[config.mk]
export PLATFORM = sky130hd
export DESIGN_NAME = fifo_wr_arbiter
export DESIGN_NICKNAME = d
export VERILOG_FILES = /design/src/rtl/fifo_wr_arbiter.sv
export SDC_FILE = /design/constraint.sdc
export NUM_CORES = 1
export LEC_CHECK = 0
export CAP_MARGIN = 20
export CELL_PAD_IN_SITES_DETAIL_PLACEMENT = 0
export CELL_PAD_IN_SITES_GLOBAL_PLACEMENT = 1
export CORE_ASPECT_RATIO = 0.5
export CORE_UTILIZATION = 29
export DETAILED_ROUTE_END_ITERATION = 8
export PLACE_DENSITY = 0.84
export SETUP_SLACK_MARGIN = 0.4
export SLEW_MARGIN = 20
export SYNTH_ARGS = -nofsm -noshare
export SYNTH_HDL_FRONTEND = slang
export SYNTH_SLANG_ARGS = --single-unit
export TNS_END_PERCENT = 50
[constraint.sdc]
create_clock -name clk -period 1.5 [get_ports clk]
set_input_delay 0.375 -clock clk [delete_from_list [all_inputs] [get_ports clk]]
set_output_delay 0.375 -clock clk [all_outputs]
set_load 0.01 [all_outputs]
[src/rtl/fifo_wr_arbiter.sv]
// Round-robin arbiter sharing one FIFO write port between two valid/ready producers.
// Latency 1 from accept to registered write; readies drop combinationally on full, or on almost_full while a write is in flight.
module fifo_wr_arbiter #(
    parameter int WL    = 8,
    parameter int BURST = 4
) (
    input  logic          clk,
    input  logic          rst,
    input  logic          req0_valid,
    input  logic [WL-1:0] req0_data,
    output logic          req0_ready,
    input  logic          req1_valid,
    input  logic [WL-1:0] req1_data,
    output logic          req1_ready,
    input  logic          fifo_full,
    input  logic          fifo_almost_full,
    output logic          fifo_write_rq,
    output logic [WL-1:0] fifo_data_in,
    output logic [1:0]    grant
);
    localparam int CW = $clog2(BURST + 1);

    typedef enum logic [1:0] {IDLE = 2'd0, G0 = 2'd1, G1 = 2'd2} state_t;

    state_t        state_q, state_d;
    logic [CW-1:0] beat_q, beat_d;
    logic          last_q, last_d;
    logic          wr_q;
    logic [WL-1:0] data_q;
    logic          stall, acc0, acc1, acc, burst_end;

    // A write already in flight will fill the last slot, so almost_full must stall too.
    assign stall      = fifo_full | (fifo_almost_full & wr_q);
    assign req0_ready = (state_q == G0) & ~stall & ~rst;
    assign req1_ready = (state_q == G1) & ~stall & ~rst;
    assign acc0       = req0_valid & req0_ready;
    assign acc1       = req1_valid & req1_ready;
    assign acc        = acc0 | acc1;
    assign burst_end  = acc & (beat_q == CW'(BURST - 1));

    assign grant         = {state_q == G1, state_q == G0};
    assign fifo_write_rq = wr_q;
    assign fifo_data_in  = data_q;

    always_comb begin
        state_d = state_q;
        beat_d  = beat_q;
        last_d  = last_q;
        case (state_q)
            IDLE: begin
                if ((req0_valid && req1_valid && last_q) || (req0_valid && !req1_valid)) begin
                    state_d = G0;
                    beat_d  = '0;
                    last_d  = 1'b0;
                end else if (req1_valid) begin
                    state_d = G1;
                    beat_d  = '0;
                    last_d  = 1'b1;
                end
            end
            G0: begin
                if (burst_end || !req0_valid) begin
                    if (req1_valid) begin
                        state_d = G1;
                        beat_d  = '0;
                        last_d  = 1'b1;
                    end else if (burst_end) begin
                        beat_d  = '0;
                        last_d  = 1'b0;
                    end else begin
                        state_d = IDLE;
                    end
                end else if (acc0) begin
                    beat_d = beat_q + CW'(1);
                end
            end
            G1: begin
                if (burst_end || !req1_valid) begin
                    if (req0_valid) begin
                        state_d = G0;
                        beat_d  = '0;
                        last_d  = 1'b0;
                    end else if (burst_end) begin
                        beat_d  = '0;
                        last_d  = 1'b1;
                    end else begin
                        state_d = IDLE;
                    end
                end else if (acc1) begin
                    beat_d = beat_q + CW'(1);
                end
            end
            default: state_d = IDLE;
        endcase
    end

    always_ff @(posedge clk) begin
        if (rst) begin
            state_q <= IDLE;
            beat_q  <= '0;
            last_q  <= 1'b1;
            wr_q    <= 1'b0;
            data_q  <= '0;
        end else begin
            state_q <= state_d;
            beat_q  <= beat_d;
            last_q  <= last_d;
            wr_q    <= acc;
            if (acc)
                data_q <= acc1 ? req1_data : req0_data;
        end
    end
endmodule

==> summary.md, run 1 <==
| Metric | Value |
|---|---|
| Period utilisation layout | 106% |
| Ys Warns | 0 |
| Initial antenna violation count | 0 |
| FMAX | roughly 630 MHz |
| Most frequent cell after synthesis | dfxtp_1 |
| Diodes inserted | 0 |
| Full die area | about 3600 um2 |
| Critical Path Fanout Max | 5 |
| Failing checks | design-rule violations, negative setup slack |
| Initial Util | around a third |
| Critical-path top delay cell | dfxtp_4 |
| Hold crit path type | reg2reg |
| Syn avg cell area | just under 9 um2 |
| Worst setup margin | -0.0852 ns |
| Synthesized net count | 140 |
| Worst rel slew slack | 78.2% |
| # DRC | 2 |
| Worst-case clock skew | 0.00711 ns |
| VDD IR max | 442 uV |
| Core area | approximately 3100 um2 |
| Final setup viols | 3 |
| Worst-margin pin slew | around 0.33 ns |
| HPWL Detailed | slightly below 2000 um |
| Post-synthesis sequential area ratio | 30.6% |
| Vias in the first global route | between 1000 and 1500 |
| WL final | approximately 2600 um |
| Via Count | 1042 |
| Crit Path Class | reg2reg |
| Delay-heaviest family, CP | compound AO/OA/AOI/OAI gates |
| Slowest Stage Delay on Critical Path | roughly 0.38 ns |
| Final hold violations | 0 |
| CP endpoint kind | register |
| Reg area | between 300 and 400 um2 |
| Synth top cells by count | 15 x dfxtp_1, 13 x nor2_1, 9 x mux2i_1 |
| Multi-input logic area | roughly 720 um2 |
| CP Launch Type | register |
| Routed WL per cell | about 12 um |
| Setup TNS | -0.167 ns |
| RSZ-0062 raised after global routing | yes |
| Power per cell area | 914 nW/um2 |
| Bufs on Longest Clock Path | 2 |
| First-pass GRT wire length | between 4000 and 5000 um |
| Most common flop cell mapped by yosys | dfxtp_1 |
| Post-synth ARST share | 0% |
| Register-to-Register Setup Slack | -0.09 ns |
| Clk root buf | clkbuf_8 |
| Max-cap violation count | 0 |
| Sink Count | 15 |
| Critical Path RT | approximately 1.6 ns |
| Fill cells | roughly 280 |
| Clock Latency Late Sink | 0.25 ns |
| Hold Slack | between 0.5 and 0.6 ns |
| Fin crit period | between 1.5 and 2 ns |
| Largest net degree at the start of global routing | 17 |
| Crit path cell chain | inv_4, ha_4, a22oi_2, buf_4, nor3_2, a21oi_1, and3_1, o41ai_2 |
| Clock-pin slew on the worst setup and hold paths | 0.07 ns |
| Gr ovfl total | 0 |
| IO Port Bufs | 34 |
| Status | finished with violations |
| DR iter-0 viols | 53 |
| IO Pins | 35 |
| Pre-CTS setup slack | -0.668 ns |
| Layout cells sized above 1 | 43.6% |
| CTS tree | done |
| H-tree levels | 1 |
| FP Rows | 14 |
| Synth area leader | dfxtp_1 |
| Die Ht | ~43 um |
| Fin. max-slew vios | 0 |
| Num CTS Buffers | 3 |
| Final #Nets | 201 |
| Hold_buf cts | 0 |
| Cell count after synthesis | around 110 |
| Routability cong. | roughly 0.85 |
| Post-Syn Area | approximately 980 um2 |
| Synth top area share | a little under a third |
| Post-synth EDFFs | 0 |
| Static Leak | approximately 0.7 nW |
| Worst path bufs/invs | 2 |
| Synth area leaders | dfxtp_1 31%, mux2i_1 9.2%, ha_1 7.6% |
| Die Wd | roughly 84 um |
| Vias/cell | between 4 and 5 |
| Routed Antenna Nets | 0 |
| Yosys cell types | 34 |
| Drt pass-1 iters | 6 |
| Area growth, synth to finish | 73.4% |
| Arrival @ worst endpoint | 1.72 ns |
| Number of synthesized register bits | 15 |
| GRT Resource Usage Total | approximately 16% |
-- worst min-delay path, cell delays in order (launching register included) --
cell     delay [ns]
dfxtp_1        0.33
a22oi_1        0.08
nor2_1         0.08
-- metrics by stage --
| stage | power, W | instances | instance area, um2 | utilization, % |
|---|---|---|---|---|
| 2_1_floorplan | 0.000838 | 112 | 1050 | - |
| 3_5_place_dp | 0.00115 | 202 | 1580 | 50.6 |
| 5_1_grt | 0.00166 | 212 | 1700 | 54.6 |
| 6_report | 0.00156 | 212 | 1700 | 54.6 |
| 3_3_place_gp | 0.00114 | 202 | 1580 | 50.6 |
| 4_1_cts | 0.00152 | 211 | 1660 | 53.2 |
-- final cells by class --
| cell class | instances | share of cell area [%] |
|---|---|---|
| clock inverters | 1 | 0.367 |
| repair buffers | 62 | 32.1 |
| multi-input cells | 85 | 42.0 |
| flip-flops and latches | 15 | 18.5 |
| inverters | 6 | 1.62 |
| clock buffers | 3 | 2.42 |
| well taps | 40 | 2.94 |
-- logic make-up (layout without fill, tap and decap cells) --
kind of cell | after synthesis | after routing | synth area share [%]
buffers and inverters | 12 | 72 | 7.13
DFF | 15 | 15 | 30.6
adders and majority gates | 6 | 6 | 7.64
muxes | 9 | 9 | 9.17
AOI/OAI and AO/OA | 32 | 32 | 24.6
and+or+nand+nor | 38 | 38 | 20.9
-- report_power, final --
part	internal (W)	switching, W
logic	0.000389	0.000340
clock network	0.000187	0.000150
registers	0.000445	0.0000436
total	0.00102	0.000534
-- flip-flops by register name (all words and copies together) (netlist names) --
register       cells
fifo_data_in       8
beat_q             3
state_q            2
fifo_write_rq      1
last_q             1
-- cell usage in the layout (no fill, tap or decap), drive strengths merged, types with 6 or more instances in the layout --
master	instances
clkbuf	6
clkdlybuf4s50	16
a211oi	9
dfxtp	15
ha	6
mux2i	9
buf	39
nor2	13
a21oi	6
o21ai	7
inv	7
-- repair_timing --
item                                    4_1_cts  5_1_grt
setup buffers                                 5        1
hold endpoints to repair                      0        0
pin swaps                                    15       13
gates resized for setup                      67       15
endpoints found under the setup margin       28       24
-- worst paths after layout --
path / cells after the start / endpoint / start
setup / recovery: 8 / beat_q[2] / state_q[0]
hold reg to reg: 2 / beat_q[1] / beat_q[1]
setup reg to reg: 8 / beat_q[2] / state_q[0]
hold / removal: 2 / beat_q[1] / beat_q[1]
-- layer usage --
metal | track usage, % | vias up | wire [um]
met2 | 25.2 | 28 | 1190
li1 | - | 529 | -
met1 | 22.0 | 483 | 1310
met3 | 3.11 | 2 | 119
met5 | 0 | - | 0
met4 | 4.14 | 0 | 17
(Power assumes the default switching activity.)
==> inputs of run 2 (changes only) <==
--- a/config.mk
+++ b/config.mk
@@ -8,10 +8,10 @@
 export CAP_MARGIN = 20
 export CELL_PAD_IN_SITES_DETAIL_PLACEMENT = 0
 export CELL_PAD_IN_SITES_GLOBAL_PLACEMENT = 1
-export CORE_ASPECT_RATIO = 0.5
-export CORE_UTILIZATION = 29
+export CORE_UTILIZATION = 40
 export DETAILED_ROUTE_END_ITERATION = 8
-export PLACE_DENSITY = 0.84
+export DONT_BUFFER_PORTS = 1
+export PLACE_DENSITY = 0.82
 export SETUP_SLACK_MARGIN = 0.4
 export SLEW_MARGIN = 20
 export SYNTH_ARGS = -nofsm -noshare
==> run 2 against run 1 <==
The flow finishes with violations (negative setup slack). Cell count down 20%. Worst setup slack better by 0.041 ns. Highest routed layer unchanged. Critical endpoint is now req0_ready. Via count is 9.0% lower.
==> summary.md, run 2 (synthesis results as in run 1) <==
| Metric | Value |
|---|---|
| Layout cells sized above 1 | 48.2% (+4.6 points) |
| Reg area | 309 um2 (-2.0%) |
| Hold path start | rst |
| Gr ovfl total | 0 (unchanged) |
| FP Rows | 17 (+3) |
| Multi-input logic area | 748 um2 (+4.5%) |
| Initial Util | 43.6% (+12 points) |
| Clock Latency Late Sink | 0.28 ns (+0.03 ns) |
| Num CTS Buffers | 3 (unchanged) |
| Initial antenna violation count | 0 (unchanged) |
| Critical Path RT | 1.12 ns (-0.52 ns) |
| Commonest non-fill, non-tap cells in the layout | 24 x buf_4, 12 x nor2_1, 12 x dfxtp_1 |
| Drt pass-1 iters | 4 (-2) |
| IO Port Bufs | 0 (-100%) |
| Sink Count | 15 (unchanged) |
| Final setup viols | 8 (+5) |
| Max reg flops | 8 (unchanged) |
| Die Wd | 51.6 um (-39%) |
| Full die area | 2660 um2 (-27%) |
| VDD IR max | 733 uV (+66%) |
| RSZ-0062 raised after global routing | yes |
| Critical Path Fanout Max | 3 (-2) |
| Clock-pin slew on the worst setup and hold paths | 0.09 ns (+0.02 ns) |
| CP Launch Type | register |
| IO Pins | 35 (unchanged) |
| Power per cell area | 1000 nW/um2 (+9.4%) |
| Die Ht | 51.6 um (+19%) |
| Routed WL per cell | 14.4 um (+16%) |
| Worst-margin pin slew | 0.255 ns (-0.0722 ns) |
| Worst reg2reg path startpoint | beat_q[0] |
| Vias/cell | 5.61 (+14%) |
| CP endpoint kind | output port |
| Final #Nets | 170 (-15%) |
| Fin. max-slew vios | 0 (unchanged) |
| Hold crit path type | in2reg |
| # DRC | 0 (-2) |
| Register-to-Register Setup Slack | -0.04 ns (+0.04 ns) |
| FMAX | 647 MHz (+2.6%) |
| Diodes inserted | 0 (unchanged) |
| DR iter-0 viols | 10 (-81%) |
| Largest net degree at the start of global routing | 18 (+1) |
| Static Leak | 0.531 nW (-23%) |
| Routed Antenna Nets | 0 (unchanged) |
| Pre-CTS setup slack | -0.0733 ns (+0.594 ns) |
| Core area | 2250 um2 (-28%) |
| First-pass GRT wire length | 3860 um (-14%) |
| Hold_buf cts | 0 (unchanged) |
| Failing checks | negative setup slack |
| Vias in the first global route | 873 (-13%) |
| Routability cong. | 0.819 (-3.7%) |
| Final hold violations | 0 (unchanged) |
| Period utilisation layout | 103% (-2.7 points) |
| WL final | 2440 um (-7.5%) |
| Worst rel slew slack | 83.0% (+4.8 points) |
| H-tree levels | 1 (unchanged) |
| Fin crit period | 1.54 ns (-0.0407 ns) |
| Worst setup margin | -0.0446 ns (+0.0407 ns) |
| Clk root buf | clkbuf_4 |
| Via Count | 948 (-9.0%) |
| CTS tree | done |
| GRT Resource Usage Total | 19.4% (+3.5 points) |
| Crit Path Class | reg2out |
| Area growth, synth to finish | 44.1% |
| Worst-case clock skew | 0.00924 ns (+0.00213 ns) |
| HPWL Detailed | 1720 um (-12%) |
| Max-cap violation count | 0 (unchanged) |
| Arrival @ worst endpoint | 1.17 ns (-0.55 ns) |
| Bufs on Longest Clock Path | 2 (unchanged) |
| Fill cells | 201 (-28%) |
| Leading cell type in the layout, fill and taps excluded | buf_4 |
| Status | finished with violations |
| Total power | 0.00141 W (-9.1%) |
| Crit. Startpoint | fifo_write_rq |
## run 2: cell count changes in the layout (fill, tap and decap cells not counted), moves of 3 or more
cell / change
a21oi_1: -3
a21oi_2: +3
buf_2: -7
clkbuf_2: -3
clkbuf_4: +3
clkbuf_8: -3
clkdlybuf4s50_1: -16
dfxtp_1: +5
dfxtp_2: -5
dlygate4sd2_1: -3
## run 2: report_power, final
part / internal [W] / total [W] / switching [W]
combinational: 0.000375 / 0.000696 / 0.000321
clock: 0.0000989 / 0.000223 / 0.000125
sequential: 0.000443 / 0.000495 / 0.0000517
total: 0.000917 / 0.00141 / 0.000498
## run 2: through the flow
stage | util [%] | setup TNS, ns | hold slack [ns] | cell area [um2] | instances
final | 62.8 | -0.212 | 0.145 | 1420 | 169
after floorplan | - | 0 | 0.481 | 1050 | 112
after global routing | 62.8 | -1.31 | 0.120 | 1420 | 169
after global placement | 52.3 | -0.118 | 0.439 | 1180 | 152
after detailed placement | 52.3 | -0.512 | 0.442 | 1180 | 152
after CTS | 55.9 | -0.517 | 0.142 | 1260 | 160
## run 2: what timing repair did
| action | 4_1_cts | 5_1_grt |
|---|---|---|
| setup buffers | 4 | 9 |
| pin swaps | 6 | 11 |
| endpoints found under the setup margin | 20 | 20 |
| gates resized for setup | 8 | 22 |
## run 2: metal layers
| layer | global-route usage [%] | vias to the layer above | part of all wire (%) |
|---|---|---|---|
| li1 | - | 466 | - |
| met1 | 25.7 | 451 | 46 |
| met2 | 31.8 | 29 | 49 |
| met3 | 3.80 | 2 | 4.1 |
| met4 | 5.41 | 0 | 0.49 |
| met5 | 0 | - | 0 |
## run 2: final timing paths
kind | endpoint | cells after the start
worst max-delay path | req0_ready | 3
worst min-delay path | fifo_data_in[4] | 1
worst max register to register | beat_q[2] | 6
worst min register to register | beat_q[1] | 2
## run 2: worst max-delay path: stages, from the launching register on
cell and delay, ns:
dfxtp_2 0.34, a211oi_4 0.24, buf_4 0.16, and2_4 0.14
## run 2: cell type report
type,instances,share of cell area [%]
timing repair buffer,31,18.9
clock buffer,3,1.59
inverter,6,1.95
sequential,15,21.8
multi-input combinational,85,52.9
tap,28,2.48
clock inverter,1,0.354
